`src/rtl/button_scan_ctrl.sv`:
```
// Push-button controller: 2-flop sync, per-button debounce FSM on a shared tick,
// sticky W1C press events with level interrupt, 4-register bus slave with registered read data.
module button_scan_ctrl #(
  parameter int N_BTN     = 4,
  parameter int TICK_DIV  = 1000,
  parameter int LIMIT_RST = 10
) (
  input  logic             clk_i,
  input  logic             rst_i,
  input  logic [N_BTN-1:0] btn_i,
  input  logic             we_i,
  input  logic             re_i,
  input  logic [1:0]       addr_i,
  input  logic [31:0]      wdata_i,
  output logic [31:0]      rdata_o,
  output logic             irq_o,
  output logic [N_BTN-1:0] level_o
);

  localparam int              PW         = (TICK_DIV > 1) ? $clog2(TICK_DIV) : 1;
  localparam logic [PW-1:0]   PRE_MAX    = PW'(TICK_DIV - 1);
  localparam logic [15:0]     LIMIT_INIT = 16'(LIMIT_RST);

  typedef enum logic [1:0] {
    S_IDLE         = 2'd0,
    S_WAIT_PRESS   = 2'd1,
    S_PRESSED      = 2'd2,
    S_WAIT_RELEASE = 2'd3
  } state_t;

  logic [N_BTN-1:0] r_sync1;
  logic [N_BTN-1:0] r_sync2;
  logic [PW-1:0]    r_pre;
  logic             w_tick;

  state_t           r_state     [N_BTN];
  state_t           w_state_nxt [N_BTN];
  logic [15:0]      r_cnt       [N_BTN];
  logic [15:0]      w_cnt_nxt   [N_BTN];
  logic [N_BTN-1:0] w_level_nxt;
  logic [N_BTN-1:0] w_press;
  logic [N_BTN-1:0] r_level;

  logic [N_BTN-1:0] r_events;
  logic [N_BTN-1:0] r_irq_en;
  logic [15:0]      r_limit;
  logic [31:0]      r_rdata;
  logic [N_BTN-1:0] w_clr;
  logic [N_BTN-1:0] w_events_nxt;
  logic             w_wr_events;
  logic             w_wr_irq_en;
  logic             w_wr_limit;
  logic [31:0]      w_rd_mux;
  logic             w_unused_wdata;

  always_ff @(posedge clk_i or negedge rst_i) begin
    if (!rst_i) begin
      r_sync1 <= '0;
      r_sync2 <= '0;
    end else begin
      r_sync1 <= btn_i;
      r_sync2 <= r_sync1;
    end
  end

  assign w_tick = (r_pre == PRE_MAX);

  always_ff @(posedge clk_i or negedge rst_i) begin
    if (!rst_i) begin
      r_pre <= '0;
    end else if (w_tick) begin
      r_pre <= '0;
    end else begin
      r_pre <= r_pre + 1'b1;
    end
  end

  // Counters reload in the settled states so a DB_LIMIT write only affects the next debounce.
  always_comb begin
    w_level_nxt = '0;
    w_press     = '0;
    for (int i = 0; i < N_BTN; i++) begin
      w_state_nxt[i] = r_state[i];
      w_cnt_nxt[i]   = r_cnt[i];
      case (r_state[i])
        S_IDLE: begin
          w_cnt_nxt[i] = r_limit;
          if (r_sync2[i]) begin
            w_state_nxt[i] = S_WAIT_PRESS;
          end
        end
        S_WAIT_PRESS: begin
          if (!r_sync2[i]) begin
            w_state_nxt[i] = S_IDLE;
            w_cnt_nxt[i]   = r_limit;
          end else if (w_tick) begin
            if (r_cnt[i] == 16'd0) begin
              w_state_nxt[i] = S_PRESSED;
              w_cnt_nxt[i]   = r_limit;
              w_press[i]     = 1'b1;
            end else begin
              w_cnt_nxt[i] = r_cnt[i] - 16'd1;
            end
          end
        end
        S_PRESSED: begin
          w_cnt_nxt[i] = r_limit;
          if (!r_sync2[i]) begin
            w_state_nxt[i] = S_WAIT_RELEASE;
          end
        end
        S_WAIT_RELEASE: begin
          if (r_sync2[i]) begin
            w_state_nxt[i] = S_PRESSED;
            w_cnt_nxt[i]   = r_limit;
          end else if (w_tick) begin
            if (r_cnt[i] == 16'd0) begin
              w_state_nxt[i] = S_IDLE;
              w_cnt_nxt[i]   = r_limit;
            end else begin
              w_cnt_nxt[i] = r_cnt[i] - 16'd1;
            end
          end
        end
        default: begin
          w_state_nxt[i] = S_IDLE;
          w_cnt_nxt[i]   = r_limit;
        end
      endcase
      w_level_nxt[i] = (w_state_nxt[i] == S_PRESSED) || (w_state_nxt[i] == S_WAIT_RELEASE);
    end
  end

  always_ff @(posedge clk_i or negedge rst_i) begin
    if (!rst_i) begin
      for (int i = 0; i < N_BTN; i++) begin
        r_state[i] <= S_IDLE;
        r_cnt[i]   <= LIMIT_INIT;
      end
      r_level <= '0;
    end else begin
      for (int i = 0; i < N_BTN; i++) begin
        r_state[i] <= w_state_nxt[i];
        r_cnt[i]   <= w_cnt_nxt[i];
      end
      r_level <= w_level_nxt;
    end
  end

  assign w_wr_events  = we_i && (addr_i == 2'd1);
  assign w_wr_irq_en  = we_i && (addr_i == 2'd2);
  assign w_wr_limit   = we_i && (addr_i == 2'd3);
  assign w_clr        = w_wr_events ? wdata_i[N_BTN-1:0] : '0;
  // A press landing in the same cycle as its clear must survive.
  assign w_events_nxt = (r_events & ~w_clr) | w_press;

  always_ff @(posedge clk_i or negedge rst_i) begin
    if (!rst_i) begin
      r_events <= '0;
      r_irq_en <= '0;
      r_limit  <= LIMIT_INIT;
    end else begin
      r_events <= w_events_nxt;
      if (w_wr_irq_en) begin
        r_irq_en <= wdata_i[N_BTN-1:0];
      end
      if (w_wr_limit) begin
        r_limit <= wdata_i[15:0];
      end
    end
  end

  always_comb begin
    w_rd_mux = '0;
    case (addr_i)
      2'd0:    w_rd_mux[N_BTN-1:0] = r_level;
      2'd1:    w_rd_mux[N_BTN-1:0] = r_events;
      2'd2:    w_rd_mux[N_BTN-1:0] = r_irq_en;
      default: w_rd_mux[15:0]      = r_limit;
    endcase
  end

  always_ff @(posedge clk_i or negedge rst_i) begin
    if (!rst_i) begin
      r_rdata <= '0;
    end else if (re_i) begin
      r_rdata <= w_rd_mux;
    end
  end

  assign w_unused_wdata = ^wdata_i[31:16];

  assign rdata_o = r_rdata;
  assign level_o = r_level;
  assign irq_o   = |(r_events & r_irq_en);

endmodule
```
`config.mk`:
```
export PLATFORM = sky130hd
export DESIGN_NAME = button_scan_ctrl
export DESIGN_NICKNAME = d
export VERILOG_FILES = /design/src/rtl/button_scan_ctrl.sv
export SDC_FILE = /design/constraint.sdc
export NUM_CORES = 1
export LEC_CHECK = 0
export ABC_AREA = 1
export CORE_MARGIN = 5
export CORE_UTILIZATION = 51
export DETAILED_ROUTE_END_ITERATION = 6
export HOLD_SLACK_MARGIN = 0.02
export PLACE_DENSITY = 0.71
export SLEW_MARGIN = 20
export SYNTH_ARGS = -nofsm -noshare
export SYNTH_HDL_FRONTEND = slang
export SYNTH_SLANG_ARGS = --single-unit
export TNS_END_PERCENT = 10
```
`constraint.sdc`:
```
create_clock -name clk_i -period 2.5 [get_ports clk_i]
set_input_delay 0.25 -clock clk_i [delete_from_list [all_inputs] [get_ports clk_i]]
set_output_delay 0.25 -clock clk_i [all_outputs]
set_load 0.02 [all_outputs]
```
* After elaboration in Yosys (flattened, before gate mapping)
Cells that the tools add are included.
Widths: inputs -> output; s select.
** Cells by class
- Add/subtract/negate cells :: 5
- Multipliers :: 0
- Divide/modulo/power cells :: 0
- Order comparisons :: 0
- Equality and inequality tests :: 24
- Shift operators :: 0
- Muxes and demuxes :: 76
- Bitwise logic cells :: 4
- Reduce and logical (&&, ||, !) cells :: 22
** Operators by type and width (number)
- $mux 16 :: 16
- $pmux 16 s3 :: 4
- $logic_not 16->1 :: 4
- $mux 2 :: 32
- $sub 16x1->16 const B :: 4
- $eq 2x2->1 const B :: 18
- $pmux 2 s4 :: 4
- $mux 1 :: 16
- $mux 12 :: 1
- $pmux 4 s3 :: 1
- $add 10x1->10 const B :: 1
- $eq 10x10->1 const B :: 1
- $eq 2x1->1 const B :: 5
- $logic_not 2->1 :: 5
- $mux 10 :: 1
- $and 4x4->4 :: 2
- $reduce_or 2->1 :: 4
- $logic_or 1x1->1 :: 4
- $mux 4 :: 1
- $not 4->4 :: 1
- $or 4x4->4 :: 1
- $reduce_or 4->1 :: 1
- $logic_and 1x1->1 :: 3
- $reduce_or 3->1 :: 1
** Storage, ports and cells
- Register bits after elaboration :: 134
- Bits in latches :: 0
- Bits in writable memories :: 0
- ROM bits :: 0
- Input port bits :: 42
- Logic and storage cells :: 147
- Memories :: 0

* Longest topological paths before layout
- Depth after elaboration :: 7
- Gate-level depth with buffers :: 14

* Worst setup path before layout
OpenSTA, ideal clock, no wires.
- Kind :: flip-flop to flip-flop
- Start point :: reg r_pre[0]
- End point :: reg r_cnt[36] (netlist bit)
- Setup time :: 124 ps
- Arrival :: 1559 ps
- Required time :: 2376 ps
- Path slack :: 817 ps
- Stages on the path, launching flop included :: 12
- Path buffers :: 1
- Cells stage by stage :: dfrtp_1 ha_1 nand2_1 inv_2 nand3_4 inv_4 buf_6 or2_2 nand3_1 nand2_1 nand2_1 nand3_1
** RTL lines
- start, declared :: line 33 : logic [PW-1:0] r_pre;
- start signal, assigned :: line 74 : r_pre <= r_pre + 1'b1;
- end signal, assigned by index :: line 144 : r_cnt[i] <= w_cnt_nxt[i];
- end, declared :: line 38 : logic [15:0] r_cnt [N_BTN];

==> flow_summary_export.csv <==
group,metric,value,unit
layout,final_area,11300,sq um
synthesis,synth_top_flop_cell,"dfrtp_1",
place,dp_hpwl,21500,um
sta,slew_headroom,51.3,%
routing,drt-initial-drc-count,1371,
status,failed_checks,"DRC",
clock_tree,clk_pin_slew,0.06,ns
worst_setup_path,cp-start-kind,"register",
global_routing,grt_usage,28.8,%
worst_setup_path,required,2.81,ns
clock_tree,cts-buffers-inserted,17,
global_routing,grt.overflow.total,0,
synthesis,synth_cells,1552,
worst_setup_path,worstPathArrival,2.49,ns
synthesis,synth_edf_count,0,
worst_setup_path,r2r-start,"r_cnt[0]$_DFF_PN0_",
layout,seq_area,3340,sq um
floorplan,ios,79,
floorplan,core-area,19400,sq um
clock_tree,insertion_delay,0.43,ns
clock_tree,htree_num_levels,4,
power,vdd.ir_drop.worst,499,uV
sta,finalCriticalPeriod,2.18,ns
worst_setup_path,crit_fanout,14,
global_routing,grt_max_degree,62,
floorplan,initial_core_util,51.5,%
synthesis,synth.distinct_cells,40,
synthesis,yosys.area.top_type,"dfrtp_1",
sta,hold_viol,0,
status,status,"finished with violations",
sta,slew_violations,0,
synthesis,async_reset_ff_share,100,%
synthesis,synth_area,9980,sq um
clock_tree,post-cts-setup-buffers,0,
sta,hold_ws,0.260,ns
floorplan,die_area,22500,sq um
worst_setup_path,ff2ff_path_depth,11,
power,p_leak,0.00530,uW
clock_tree,clock-sinks,133,
sta,setup_viol,0,
power,power,7320,uW
floorplan,rows,51,
hold_path,min_path_type,"in -> reg",
synthesis,synth_area_leaders,"dfrtp_1, nand2_1, nand3_1, a21oi_1, nor2_1",
sta,fin_skew,0.0108,ns
layout,syn2layout_area_growth,13.2,%
synthesis,synth-seq-cells,133,
worst_setup_path,crit_path_end_kind,"register",
synthesis,yosys_warnings,0,
worst_setup_path,path_class,"reg -> reg",
synthesis,yosysSeqAreaShare,33.5,%
global_routing,antenna_found_initial,0,
worst_setup_path,critPathCapture,"r_cnt[7]$_DFF_PN0_",
routing,dr_total_vias,10500,
layout,multi_input_area,5780,sq um
routing,detail_route.vias_per_cell,5.68,
place,numPortBuffers,46,
layout,antenna_cells,0,
routing,wire_per_inst,17.3,um
clock_tree,cts_buffer_depth,2,
worst_setup_path,reg2reg_setup_slack,0.32,ns
place,gp_congestion,0.967,
global_routing,first_global_vias,9664,
routing,routed_wl,31900,um
sta,finalCritPeriodShare,87.3,%
synthesis,synth_common_cells,"nand2_1, nand3_1, a21oi_1",
routing,detail-route-antenna-nets,0,
layout,drive_above_1_share,8.83,%
routing,firstDrtPassIters,7,
sta,finalSetupTns,0,ns
sta,max_slew.worst_pin.slew,0.730,ns
place,post_dp_cell_area,10600,sq um
worst_setup_path,setup.worst_path.start,"r_cnt[0]$_DFF_PN0_",
synthesis,yosysMostFrequentCell,"nand2_1",
sta,fmax,0.458,GHz
clock_tree,cts_tree,"done",
synthesis,synth_top_area_share,30.8,%
clock_tree,cts_root_buf,"clkbuf_16",
synthesis,synth.avg_cell_area,6.43,sq um
layout,nets,1621,
floorplan,die_x,150,um
sta,rsz0062_at_grt,"false",
global_routing,grt_pass1_wl,50900,um
floorplan,fp.dieH,150,um
worst_setup_path,rr_endpoint,"r_cnt[7]$_DFF_PN0_",
flow_run,maxCapViolCount,0,
layout,fillCellCount,1874,
power,p_per_area,648,nW/um^2
routing,drc,1,
## logic make-up after synthesis
family                     Yosys count  synth area share, %
adders and majority gates            7                0.877
and+or+nand+nor                    923                 39.7
other                                1               0.0376
xor gates and xnor gates            24                 2.11
AOI/OAI and AO/OA                  253                 14.5
buffers and inverters              211                 9.25
DFF                                133                 33.5
## metal layers
layer  part of all wire, %  global-route usage, %  vias to the layer above
li1                      -                      -                     5080
met1                    42                   39.3                     4870
met2                    45                   45.1                      497
met3                   9.5                   5.66                       67
met4                   3.5                   11.3                        0
met5                     0                      0                        -
## cells in the final DEF, fill, tap and decap left out, types with 9 or more instances in the layout
master           netlist  routed
clkdlybuf4s50_1        0      45
o211ai_1              10      10
o31ai_1               13      13
nor2_2                17      17
nand2_1              532     532
nor2_1               111     111
dfrtp_1              123     123
buf_4                 21      36
nand4_1               16      16
inv_1                103     103
xor2_1                14      14
o211ai_2              13      13
nor3_1                 9       9
conb_1                 1      16
clkbuf_16              0      17
nand3_1              209     209
nor2_4                 9       9
a21oi_1              149     149
o21ai_1               21      21
dfstp_2               10      10
o21ai_0               35      35
xnor2_1               10      10
## registers in the layout (all words and copies together), names as in the netlist
signal and flops:
r_cnt 64, rdata_o 16, r_events 4, r_state 7
r_sync2 4, r_pre 10, r_sync1 4, level_o 4
r_irq_en 4, r_limit 16
## timing repair
item	4_1_cts	5_1_grt
hold buffers	1	0
endpoints found under the hold margin	45	0
gates resized for setup	0	0
setup endpoints to repair	0	0
## report_power, final
group | internal (uW) | switching, uW | leakage, uW
logic | 610 | 1230 | 0.00340
clock network | 1760 | 1020 | 0.000318
registers | 2410 | 295 | 0.00158
total | 4780 | 2540 | 0.00530
## worst max-delay path, stage by stage (launching register included)
cell	delay (ns)
dfrtp_1	0.41
inv_1	0.09
ha_1	0.20
nand2_1	0.11
nor2_2	0.21
nand2_1	0.38
inv_1	0.25
nand2_1	0.07
nand3_1	0.12
nand3_1	0.07
nand2_1	0.08
nand3_1	0.07
## metrics by stage
step	worst slack, ns	cells	utilization [%]
finish	0.317	1850	58.2
global route	0.0992	1850	58.2
CTS	0.347	1850	58.2
detailed placement	0.361	1817	54.9
global placement	0.391	1817	54.9
floorplan	0.817	1567	-
## cell type report
| class | instances | area share (%) |
|---|---|---|
| clock inverters | 11 | 1.54 |
| inverters | 112 | 3.74 |
| repair buffers | 85 | 6.92 |
| flip-flops and latches | 133 | 29.6 |
| multi-input cells | 1223 | 51.1 |
| well taps | 265 | 2.93 |
| clock buffers | 21 | 4.16 |
## worst min-delay path by stage
stage                           endpoint  slack [ns]  cells after the start     start
floorplan           level_o[0]$_DFF_PN0_       -0.05                      0     rst_i
global placement    r_sync1[0]$_DFF_PN0_        0.22                      1     rst_i
detailed placement  r_sync1[0]$_DFF_PN0_        0.22                      1     rst_i
CTS                 r_sync1[2]$_DFF_PN0_        0.25                      1  btn_i[2]
global route        r_sync1[2]$_DFF_PN0_        0.26                      1  btn_i[2]
finish              r_sync1[1]$_DFF_PN0_        0.26                      1  btn_i[1]
Note: power is estimated with default switching activity, not from simulation.
